[src/rtl/unary_decoder_if.sv]
// ---------------------------------------------------------------------------
// unary_decoder_if
//   Groups the bitstream input, the result handshake and the status outputs of
//   unary_decoder.
//   slave  : decoder side (consumes the stream, produces the result)
//   master : driver/consumer side (produces the stream, accepts the result)
//   Signals:
//     start      begin a new frame (one-cycle pulse)
//     bit_in     unary stream bit, qualified by bit_valid
//     bit_valid  bit_in qualifier
//     out_ready  consumer accepts result
//     out_valid  result held stable until accepted
//     scalar_out decoded 8-bit scalar
//     ones_out   raw count of 1s in the frame (WIDTH+1 bits)
//     sat        decoded value saturated at 255
//     busy       frame accumulation in progress
//     frame_pos  index of the next bit to be sampled
// ---------------------------------------------------------------------------
interface unary_decoder_if #(
   parameter int WIDTH = 10
);
   logic             start;
   logic             bit_in;
   logic             bit_valid;
   logic             out_ready;
   logic             out_valid;
   logic [7:0]       scalar_out;
   logic [WIDTH:0]   ones_out;
   logic             sat;
   logic             busy;
   logic [WIDTH-1:0] frame_pos;

   modport slave (
      input  start, bit_in, bit_valid, out_ready,
      output out_valid, scalar_out, ones_out, sat, busy, frame_pos
   );

   modport master (
      output start, bit_in, bit_valid, out_ready,
      input  out_valid, scalar_out, ones_out, sat, busy, frame_pos
   );
endinterface

[src/rtl/unary_decoder.sv]
// ---------------------------------------------------------------------------
// unary_decoder
//   Counts the 1s in one frame of 2**WIDTH valid bits of a unary/stochastic
//   bitstream and recovers the 8-bit scalar (ones >> (WIDTH-8), saturated at
//   255). The latched result is offered on a valid/ready handshake.
//   Ports:
//     clk    clock, rising edge
//     reset  synchronous, active-high
//     dec    unary_decoder_if.slave (stream in, result/status out)
//   Parameters:
//     WIDTH  log2 of the frame length; must be >= 8
// ---------------------------------------------------------------------------
module unary_decoder #(
   parameter int WIDTH = 10
) (
   input  logic         clk,
   input  logic         reset,
   unary_decoder_if.slave dec
);

   localparam int SHIFT = WIDTH - 8;

   typedef enum logic [1:0] {
      IDLE  = 2'd0,
      ACCUM = 2'd1,
      DONE  = 2'd2
   } state_t;

   state_t           state_q;
   state_t           state_d;

   logic [WIDTH:0]   ones_p0;
   logic [WIDTH-1:0] frame_pos_p0;
   logic [WIDTH:0]   ones_out_p1;
   logic [7:0]       scalar_p1;
   logic             sat_p1;

   logic [WIDTH:0]   ones_next;
   logic [8:0]       shifted;
   logic [8:0]       sat_scalar;
   logic             accept;
   logic             last_bit;
   logic             clear;

   // Returns {sat, scalar}: only an all-ones frame reaches 256 after the shift.
   function automatic logic [8:0] saturate_scalar(input logic [8:0] v);
      if (v[8])
         return {1'b1, 8'hFF};
      else
         return {1'b0, v[7:0]};
   endfunction

   assign ones_next  = ones_p0 + {{WIDTH{1'b0}}, dec.bit_in};
   assign shifted    = 9'(ones_next >> SHIFT);
   assign sat_scalar = saturate_scalar(shifted);

   // start in ACCUM aborts the frame, so it takes priority over a valid bit.
   assign accept   = (state_q == ACCUM) && !dec.start && dec.bit_valid;
   assign last_bit = (frame_pos_p0 == {WIDTH{1'b1}});

   // A result awaiting acceptance is never discarded by start alone.
   assign clear = dec.start &&
                  ((state_q == IDLE) || (state_q == ACCUM) ||
                   ((state_q == DONE) && dec.out_ready));

   // State register
   always_ff @(posedge clk) begin
      if (reset)
         state_q <= IDLE;
      else
         state_q <= state_d;
   end

   // Next-state logic
   always_comb begin
      state_d = state_q;
      case (state_q)
         IDLE: begin
            if (dec.start)
               state_d = ACCUM;
         end
         ACCUM: begin
            if (!dec.start && dec.bit_valid && last_bit)
               state_d = DONE;
         end
         DONE: begin
            if (dec.out_ready)
               state_d = dec.start ? ACCUM : IDLE;
         end
         default: state_d = IDLE;
      endcase
   end

   // Output logic
   always_comb begin
      dec.out_valid = (state_q == DONE);
      dec.busy      = (state_q == ACCUM);
   end

   // Stage p0: running count and frame position
   always_ff @(posedge clk) begin
      if (reset) begin
         ones_p0      <= '0;
         frame_pos_p0 <= '0;
      end else if (clear) begin
         ones_p0      <= '0;
         frame_pos_p0 <= '0;
      end else if (accept) begin
         ones_p0      <= ones_next;
         frame_pos_p0 <= frame_pos_p0 + 1'b1;
      end
   end

   // Stage p1: latched result, written only on the last accepted bit
   always_ff @(posedge clk) begin
      if (reset) begin
         ones_out_p1 <= '0;
         scalar_p1   <= '0;
         sat_p1      <= 1'b0;
      end else if (accept && last_bit) begin
         ones_out_p1 <= ones_next;
         scalar_p1   <= sat_scalar[7:0];
         sat_p1      <= sat_scalar[8];
      end
   end

   assign dec.ones_out   = ones_out_p1;
   assign dec.scalar_out = scalar_p1;
   assign dec.sat        = sat_p1;
   assign dec.frame_pos  = frame_pos_p0;

endmodule
[src/flat_wrapper.sv]
// flat-port wrapper written by rule: the top's interface ports become plain ports
module unary_decoder_flat 
#(
   parameter int WIDTH = 10
)
  (clk, reset, dec_start, dec_bit_in, dec_bit_valid, dec_out_ready, dec_out_valid, dec_scalar_out, dec_ones_out, dec_sat, dec_busy, dec_frame_pos);
  unary_decoder_if #(.WIDTH(WIDTH)) dec_i ();
  input  logic clk;
  input  logic reset;
  input wire logic [$bits(dec_i.start)-1:0] dec_start;
  input wire logic [$bits(dec_i.bit_in)-1:0] dec_bit_in;
  input wire logic [$bits(dec_i.bit_valid)-1:0] dec_bit_valid;
  input wire logic [$bits(dec_i.out_ready)-1:0] dec_out_ready;
  output wire logic [$bits(dec_i.out_valid)-1:0] dec_out_valid;
  output wire logic [$bits(dec_i.scalar_out)-1:0] dec_scalar_out;
  output wire logic [$bits(dec_i.ones_out)-1:0] dec_ones_out;
  output wire logic [$bits(dec_i.sat)-1:0] dec_sat;
  output wire logic [$bits(dec_i.busy)-1:0] dec_busy;
  output wire logic [$bits(dec_i.frame_pos)-1:0] dec_frame_pos;
  assign dec_i.start = dec_start;
  assign dec_i.bit_in = dec_bit_in;
  assign dec_i.bit_valid = dec_bit_valid;
  assign dec_i.out_ready = dec_out_ready;
  assign dec_out_valid = dec_i.out_valid;
  assign dec_scalar_out = dec_i.scalar_out;
  assign dec_ones_out = dec_i.ones_out;
  assign dec_sat = dec_i.sat;
  assign dec_busy = dec_i.busy;
  assign dec_frame_pos = dec_i.frame_pos;
  unary_decoder #(.WIDTH(WIDTH)) u_core (.clk(clk), .reset(reset), .dec(dec_i));
endmodule
[config.mk]
export PLATFORM = sky130hd
export DESIGN_NAME = unary_decoder_flat
export DESIGN_NICKNAME = d
export VERILOG_FILES = /design/src/rtl/unary_decoder_if.sv /design/src/rtl/unary_decoder.sv /design/src/flat_wrapper.sv
export SDC_FILE = /design/constraint.sdc
export NUM_CORES = 1
export LEC_CHECK = 0
export ABC_AREA = 1
export CAP_MARGIN = 15
export CORE_MARGIN = 2
export CORE_UTILIZATION = 40
export CTS_CLUSTER_DIAMETER = 200
export DETAILED_ROUTE_END_ITERATION = 6
export GPL_ROUTABILITY_DRIVEN = 1
export PLACE_DENSITY = 0.69
export RECOVER_POWER = 25
export SYNTH_ARGS = -nofsm -noshare
export SYNTH_HDL_FRONTEND = slang
export SYNTH_SLANG_ARGS = --single-unit
[constraint.sdc]
create_clock -name clk -period 3.2 [get_ports clk]
set_clock_uncertainty 0.1 [all_clocks]
set_input_delay 0.64 -clock clk [delete_from_list [all_inputs] [get_ports clk]]
set_output_delay 0.64 -clock clk [all_outputs]
set_load 0.005 [all_outputs]
# Word level (Yosys, flattened, before mapping)
# Cells that the tools add are included.
[totals]
in_bits = 6
out_inout_bits = 32
elab_cells = 33
register_bits = 43
[classes]
n_eq_ne = 6
reduce_logical = 13
muxes = 6
n_addsub = 2
[op_table]
columns = ["cell", "count"]
rows = [
  ["$add A11 B1 Y11", 1],
  ["$add A10 B1 Y10 const B", 1],
  ["$eq A10 B10 Y1 const B", 1],
  ["$mux W9", 1],
  ["$logic_and A1 B1 Y1", 7],
  ["$mux W2", 3],
  ["$pmux W2 S3", 1],
  ["$ne A2 B2 Y1 const B", 2],
  ["$reduce_and A3 Y1", 1],
  ["$eq A2 B1 Y1 const B", 1],
  ["$eq A2 B2 Y1 const B", 1],
  ["$logic_not A2 Y1", 1],
  ["$logic_or A1 B1 Y1", 2],
  ["$ne A2 B1 Y1 const B", 1],
  ["$reduce_or A2 Y1", 1],
  ["$logic_not A1 Y1", 1],
  ["$mux W1", 1],
]

# Longest topological paths before layout
# Gate-level depths: netlist of the first run.
[depth]
ltp_word = 5
mapped_depth = 11
depth_no_buf = 11

# Least setup slack after synthesis of the first run
# No wires, ideal clock.
[synth_timing]
path_kind = "input -> register"
startpoint = "input dec_bit_in"
endpoint = "register u_core.scalar_p1[6], in the netlist u_core.dec.scalar_out[6]"
arrival_time_ns = 1.674
cell_stages = 9
t_required_ns = 2.972
n_path_buf = 0
setup_time_ns = 0.128
path_slack_ns = 1.298
cell_sequence = "ha_1 > ha_1 > nand2_1 > nor2_2 > nand3_1 > nand3_4 > inv_4 > nor2_1 > nor2_1"
[synth_via]
elab_chain_cells = 2
[synth_rtl]
columns = ["element", "line_no", "text"]
rows = [
  ["start: declaration", "flat_wrapper.sv:11", "input wire logic [$bits(dec_i.bit_in)-1:0] dec_bit_in;"],
  ["$add A11 B1 Y11", "unary_decoder.sv:53", "assign ones_next = ones_p0 + {{WIDTH{1'b0}}, dec.bit_in};"],
  ["$mux W9", "unary_decoder.sv:47", "if (v[8])"],
  ["end signal: assignment", "unary_decoder.sv:122", "scalar_p1 <= sat_scalar[7:0];"],
  ["end: declaration", "unary_decoder.sv:35", "logic [7:0] scalar_p1;"],
]
# No other way between the ends.
# A chain may end at the register's enable or synchronous reset.

# Worst setup path after layout of the first run
[layout_timing]
startpoint = "input dec_start"
endpoint = "register u_core.ones_out_p1[4], in the netlist u_core.dec.ones_out[4]"
[layout_via]
elab_chain_cells = 4
[layout_rtl]
columns = ["element", "line_no", "text"]
rows = [
  ["start: declaration", "flat_wrapper.sv:10", "input wire logic [$bits(dec_i.start)-1:0] dec_start;"],
  ["$logic_not A1 Y1", "unary_decoder.sv:58", "assign accept = (state_q == ACCUM) && !dec.start && dec.bit_valid;"],
  ["$logic_and A1 B1 Y1 (2 in series)", "unary_decoder.sv:58", ""],
  ["$logic_and A1 B1 Y1", "unary_decoder.sv:120", "end else if (accept && last_bit) begin"],
  ["end signal: assignment", "unary_decoder.sv:121", "ones_out_p1 <= ones_next;"],
  ["end: declaration", "unary_decoder.sv:34", "logic [WIDTH:0] ones_out_p1;"],
]
# No other way between the ends.

==> results.sh, run 1 <==
export IMPL_irDropWorstVdd_mv=0.1802
export IMPL_cp_common_cell="nand2_1"
export IMPL_yosysSeqAreaShare_pct=42.34
export IMPL_grt_max_degree=23
export IMPL_start_kind="input pin"
export IMPL_cts_hold_buf=0
export IMPL_netlist_area_um2=1986
export IMPL_cp_slowest_stage_delay_ps=570
export IMPL_antennaDiodeCount=0
export IMPL_power_density_nw_per_um2=366.8
export IMPL_yosys_warnings=0
export IMPL_core_area_um2=4755
export IMPL_hold_viol=0
export IMPL_ios=38
export IMPL_htree_levels=2
export IMPL_die_h_um=74.46
export IMPL_tightest_slew_ps=684.0
export IMPL_overflow=0
export IMPL_cts_buffers=5
export IMPL_crit_path_top_delay_cell="dlygate4sd3_1"
export IMPL_report_final_slew_viol_count=0
export IMPL_hold_slack_ps=360.8
export IMPL_vias_per_cell=4.670
export IMPL_clk_pin_slew_worst_paths_ps=80
export IMPL_track_usage_pct=16.73
export IMPL_rsz0062_at_grt="no"
export IMPL_cp_end_kind="flip-flop"
export IMPL_dieArea_um2=5544
export IMPL_period_share_pct=73.26
export IMPL_postCtsResizedCells=0
export IMPL_cp_arrival_ps=2420
export IMPL_num_nets_final=332
export IMPL_path_max_fanout=18
export IMPL_status="finished clean"
export IMPL_die_x_um=74.46
export IMPL_fmax_mhz=426.6
export IMPL_max_slew_margin_pct=54.20
export IMPL_grt_first_pass_wirelength_mm=7.155
export IMPL_r2r_setup_slack_ps=1200
export IMPL_synth_ff_type="dfxtp_1"
export IMPL_cts_max_path_buffers=2
export IMPL_via_count=1826
export IMPL_post_cts_buffers=0
export IMPL_dpl_hpwl_mm=3.201
export IMPL_gp_congestion=0.7815
export IMPL_grt_antenna_before_repair=0
export IMPL_ys_seq_elements=42
export IMPL_cts_sinks=42
export IMPL_worstPathCellList="dlygate4sd3_1, inv_1, nand2_1, nor2_2, nand3_1, buf_4, nand2_1, a21oi_1"
export IMPL_setup_violations=0
export IMPL_drt_wl_total_mm=4.278
export IMPL_ys_types=29
export IMPL_fillCellCount=483
export IMPL_min_period_ps=2344
export IMPL_core_rowCount=25
export IMPL_synth_edf_count=0
export IMPL_maxCapViolCount=0
export IMPL_synthesis_nets=293
export IMPL_leakagePower_nw=1.041
export IMPL_synthCells=284
export IMPL_start_util_pct=41.76
export IMPL_wl_per_cell_um=10.94
export IMPL_cts_tree="built"
export IMPL_first_pass_iters=4
export IMPL_tns_ps=0
export IMPL_critical_path_class="input pin to flip-flop"
export IMPL_clk_latency_ps=290
export IMPL_syn_avg_cell_area_um2=6.992
export IMPL_postRouteAntennaNets=0
export IMPL_drtIter0Drc=131
export IMPL_port_buffers=37
export IMPL_postSynth_asyncResetShare_pct=0
export IMPL_crit_required_ps=3280
export IMPL_grt_pass1_vias=1638
export IMPL_syn2layout_area_growth_pct=26.15
export IMPL_clock_tree_root_cell="clkbuf_8"
export IMPL_hold_path_class="flip-flop to flip-flop"
export IMPL_drcViolationCount=0
export IMPL_drive_gt1_share_pct=8.333
==> cells in the final DEF, fill, tap and decap left out, drive strengths merged <==
cell type / n
xor2: 3
ha: 3
buf: 4
a21oi: 27
dlygate4sd3: 16
nor3: 1
nand3b: 1
clkinvlp: 1
inv: 35
o211ai: 2
clkdlybuf4s50: 21
nand2: 88
o21ai: 11
xnor2: 2
dfxtp: 42
clkbuf: 6
nor3b: 1
clkinv: 1
o21a: 2
nand3: 15
nor2: 41
nand4: 1
==> stage by stage <==
step	std cells	power, mW	setup WS, ps	util, %	instance area (µm²)
after global placement	383	0.5751	662.7	50.74	2412
after CTS	391	0.9352	987.9	52.74	2507
after global routing	391	0.9602	644.1	52.68	2505
after floorplan	284	0.5604	1298	-	1986
after detailed placement	383	0.5753	663.8	50.74	2412
final	391	0.9188	855.7	52.68	2505
==> synth_stat cells, types with 2 or more instances <==
cell      count  area (µm²)
nand2_1      84       315.3
dfxtp_1      42       840.8
inv_1        33       123.9
nor2_1       33       123.9
a21oi_1      26       130.1
nand3_1      14       70.07
o21ai_0      10       50.05
nor2_2        5       31.28
buf_2         4       20.02
ha_1          3       37.54
nand2_2       3       18.77
nor2_4        3       33.78
xor2_1        3       26.28
buf_6         2       22.52
clkbuf_1      2       7.510
o211ai_1      2       15.01
o21a_1        2       15.01
xnor2_1       2       17.52
==> final timing paths <==
kind	from	cells after the start	to
hold / removal	u_core.dec.ones_out[2]	2	u_core.dec.ones_out[2]
setup / recovery	dec_start	8	u_core.dec.ones_out[4]
setup reg to reg	u_core.dec.frame_pos[1]	7	u_core.dec.ones_out[4]
hold reg to reg	u_core.dec.ones_out[2]	2	u_core.dec.ones_out[2]
==> flip-flops by register name (all words and copies together), names as in the netlist <==
| name | cells |
|---|---|
| u_core.dec.frame_pos | 10 |
| u_core.dec.ones_out | 11 |
| u_core.dec.scalar_out | 8 |
| u_core.ones_p0 | 11 |
| u_core.state_q | 2 |
==> logic make-up after synthesis <==
kind of cell / Yosys count / share of synthesized area [%]
buffers and inverters: 44 / 9.641
DFF: 42 / 42.34
and+or+nand+nor: 148 / 32.64
adders and majority gates: 3 / 1.891
xor gates and xnor gates: 5 / 2.206
AOI/OAI and AO/OA: 42 / 11.28
==> worst max-delay path: cells and delay by family <==
kind                   cells  cell delay, ps
and+or+nand+nor            4             720
buffers and inverters      3            1010
AOI/OAI and AO/OA          1              60
==> metal layers <==
metal	share of wire (%)	track usage [%]	vias to the layer above
li1	-	-	964
met1	46	21.32	823
met2	50	28.52	35
met3	3.7	3.659	4
met4	0.82	4.762	0
met5	0	0	-
==> final cells by class <==
| cell class | count | area [µm²] | area share (%) |
|---|---|---|---|
| Clock buffer | 6 | 82.58 | 3.297 |
| Clock inverter | 2 | 12.51 | 0.4995 |
| Sequential cell | 42 | 840.8 | 33.57 |
| Inverter | 35 | 133.9 | 5.345 |
| Tap cell | 67 | 83.83 | 3.347 |
| Timing Repair Buffer | 41 | 400.4 | 15.98 |
| Multi-Input combinational cell | 198 | 950.9 | 37.96 |
==> where the power goes <==
part | leakage, nW | total, mW | switching, mW | internal [mW]
Sequential | 0.338 | 0.526 | 0.00164 | 0.524
Combinational | 0.655 | 0.0368 | 0.0226 | 0.0142
Clock | 0.0472 | 0.356 | 0.183 | 0.173
Power figures use the tool's default switching activity.
==> run 2: changes to the inputs <==
--- a/config.mk
+++ b/config.mk
@@ -12,7 +12,7 @@
 export CTS_CLUSTER_DIAMETER = 200
 export DETAILED_ROUTE_END_ITERATION = 6
 export GPL_ROUTABILITY_DRIVEN = 1
-export PLACE_DENSITY = 0.69
+export PLACE_DENSITY = 0.72
 export RECOVER_POWER = 25
 export SYNTH_ARGS = -nofsm -noshare
 export SYNTH_HDL_FRONTEND = slang
==> constraint.sdc (replaced) <==
create_clock -name clk -period 1.95 [get_ports clk]
set_clock_uncertainty 0.1 [all_clocks]
set_input_delay 0.39 -clock clk [delete_from_list [all_inputs] [get_ports clk]]
set_output_delay 0.39 -clock clk [all_outputs]
set_load 0.005 [all_outputs]
==> results.sh, run 2 (synthesis gave the netlist of run 1 again) <==
export IMPL_status="finished clean"
export IMPL_drtIter0Drc=58
export IMPL_ios=38
export IMPL_fmax_mhz=525.1
export IMPL_r2r_end="u_core.dec.scalar_out[6]"
export IMPL_max_slew_margin_pct=71.35
export IMPL_clock_tree_root_cell="clkbuf_8"
export IMPL_grt_max_degree=21
export IMPL_gp_congestion=0.8515
export IMPL_final_cell_count_no_fill=397
export IMPL_htree_levels=2
export IMPL_drt_wl_total_mm=4.351
export IMPL_r2r_cells=9
export IMPL_grt_antenna_before_repair=0
export IMPL_place_inst=389
export IMPL_track_usage_pct=16.95
export IMPL_clk_latency_ps=300
export IMPL_timing_rr_start="u_core.dec.frame_pos[1]"
export IMPL_first_pass_iters=4
export IMPL_postRouteAntennaNets=0
export IMPL_dieArea_um2=5544
export IMPL_cp_arrival_ps=1410
export IMPL_tns_ps=0
export IMPL_leakagePower_nw=1.021
export IMPL_syn2layout_area_growth_pct=31.57
export IMPL_hold_viol=0
export IMPL_clk_pin_slew_worst_paths_ps=90
export IMPL_cts_buffers=5
export IMPL_maxCapViolCount=0
export IMPL_worstHoldEndpoint="u_core.dec.ones_out[6]"
export IMPL_fillCellCount=473
export IMPL_cts_tree="built"
export IMPL_final_common_cell="nand2_1"
export IMPL_min_path_cells=2
export IMPL_post_cts_buffers=0
export IMPL_core_area_um2=4755
export IMPL_num_nets_final=338
export IMPL_hold_path_class="flip-flop to flip-flop"
export IMPL_setup_violations=0
export IMPL_die_x_um=74.46
export IMPL_grt_first_pass_wirelength_mm=7.182
export IMPL_report_final_slew_viol_count=0
export IMPL_min_from="u_core.dec.ones_out[6]"
export IMPL_antennaDiodeCount=0
export IMPL_vias_per_cell=4.589
export IMPL_wl_per_cell_um=10.96
export IMPL_path_max_fanout=3
export IMPL_crit_required_ps=1460
export IMPL_via_count=1822
export IMPL_irDropWorstVdd_mv=0.4306
export IMPL_port_buffers=37
export IMPL_r2r_setup_slack_ps=290
export IMPL_dpl_hpwl_mm=3.222
export IMPL_tightest_slew_ps=429.7
export IMPL_hold_slack_ps=367.8
export IMPL_die_h_um=74.46
export IMPL_cts_sinks=42
export IMPL_cts_max_path_buffers=2
export IMPL_drcViolationCount=0
export IMPL_start_util_pct=41.76
export IMPL_critical_path_class="flip-flop to output pin"
export IMPL_core_rowCount=25
export IMPL_period_share_pct=97.65
export IMPL_cp_end_kind="output pin"
export IMPL_drive_gt1_share_pct=11.52
export IMPL_min_period_ps=1904
export IMPL_final_cell_mix="nand2_1, dfxtp_1, clkdlybuf4s50_1, nor2_1, inv_1"
export IMPL_power_density_nw_per_um2=631.1
export IMPL_start_kind="flip-flop"
export IMPL_grt_pass1_vias=1662
export IMPL_overflow=0
## run 2: report_power, final
part           switching [mW]  internal, mW  total (mW)
Clock                   0.331         0.390       0.721
Combinational          0.0389        0.0265      0.0653
Sequential            0.00289         0.860       0.863
## run 2: cell type report
cell class | count | area, µm² | share of cell area, %
sequential | 42 | 840.8 | 32.18
timing repair buffer | 47 | 450.4 | 17.24
tap | 67 | 83.83 | 3.209
clock inverter | 3 | 48.80 | 1.868
inverter | 35 | 133.9 | 5.124
clock buffer | 5 | 68.82 | 2.634
multi-input combinational | 198 | 985.9 | 37.74
## run 2: timing repair
action                     in CTS  in global routing
hold buffers                    0                  0
resized for setup               0                  9
setup endpoints to repair       0                 11
## run 2: routing by layer
layer | GRT usage, % | vias to the layer above | routed length, µm
met3 | 4.878 | 5 | 215
li1 | - | 976 | -
met2 | 29.60 | 33 | 2115
met1 | 20.30 | 808 | 1967
met5 | 0 | - | 0
met4 | 4.762 | 0 | 51
## run 2: metrics by stage
stage                     util (%)  total power [mW]  instance area, µm²  setup WS (ps)
after floorplan                  -            0.9196                1986          298.3
after global placement       51.95            0.9493                2470         -250.1
after detailed placement     51.95            0.9499                2470         -309.7
after CTS                    54.42             1.664                2587          10.49
after global routing         54.95             1.700                2613         -16.27
final                        54.95             1.649                2613          45.75
## run 2: worst max-delay path, stage by stage (launching register included)
cell and delay (ps):
dfxtp_1 370, inv_2 50, nor2_2 160, clkdlybuf4s50_1 540
## run 2: worst max path at each step
stage,endpoint,slack [ps],start
after floorplan,u_core.dec.scalar_out[6],300,dec_bit_in
after global placement,u_core.dec.scalar_out[6],-250,dec_bit_in
after detailed placement,u_core.dec.scalar_out[6],-310,dec_bit_in
after CTS,u_core.dec.scalar_out[6],10,dec_bit_in
after global routing,u_core.dec.scalar_out[2],-20,dec_bit_in
final,dec_busy,50,u_core.state_q[0]
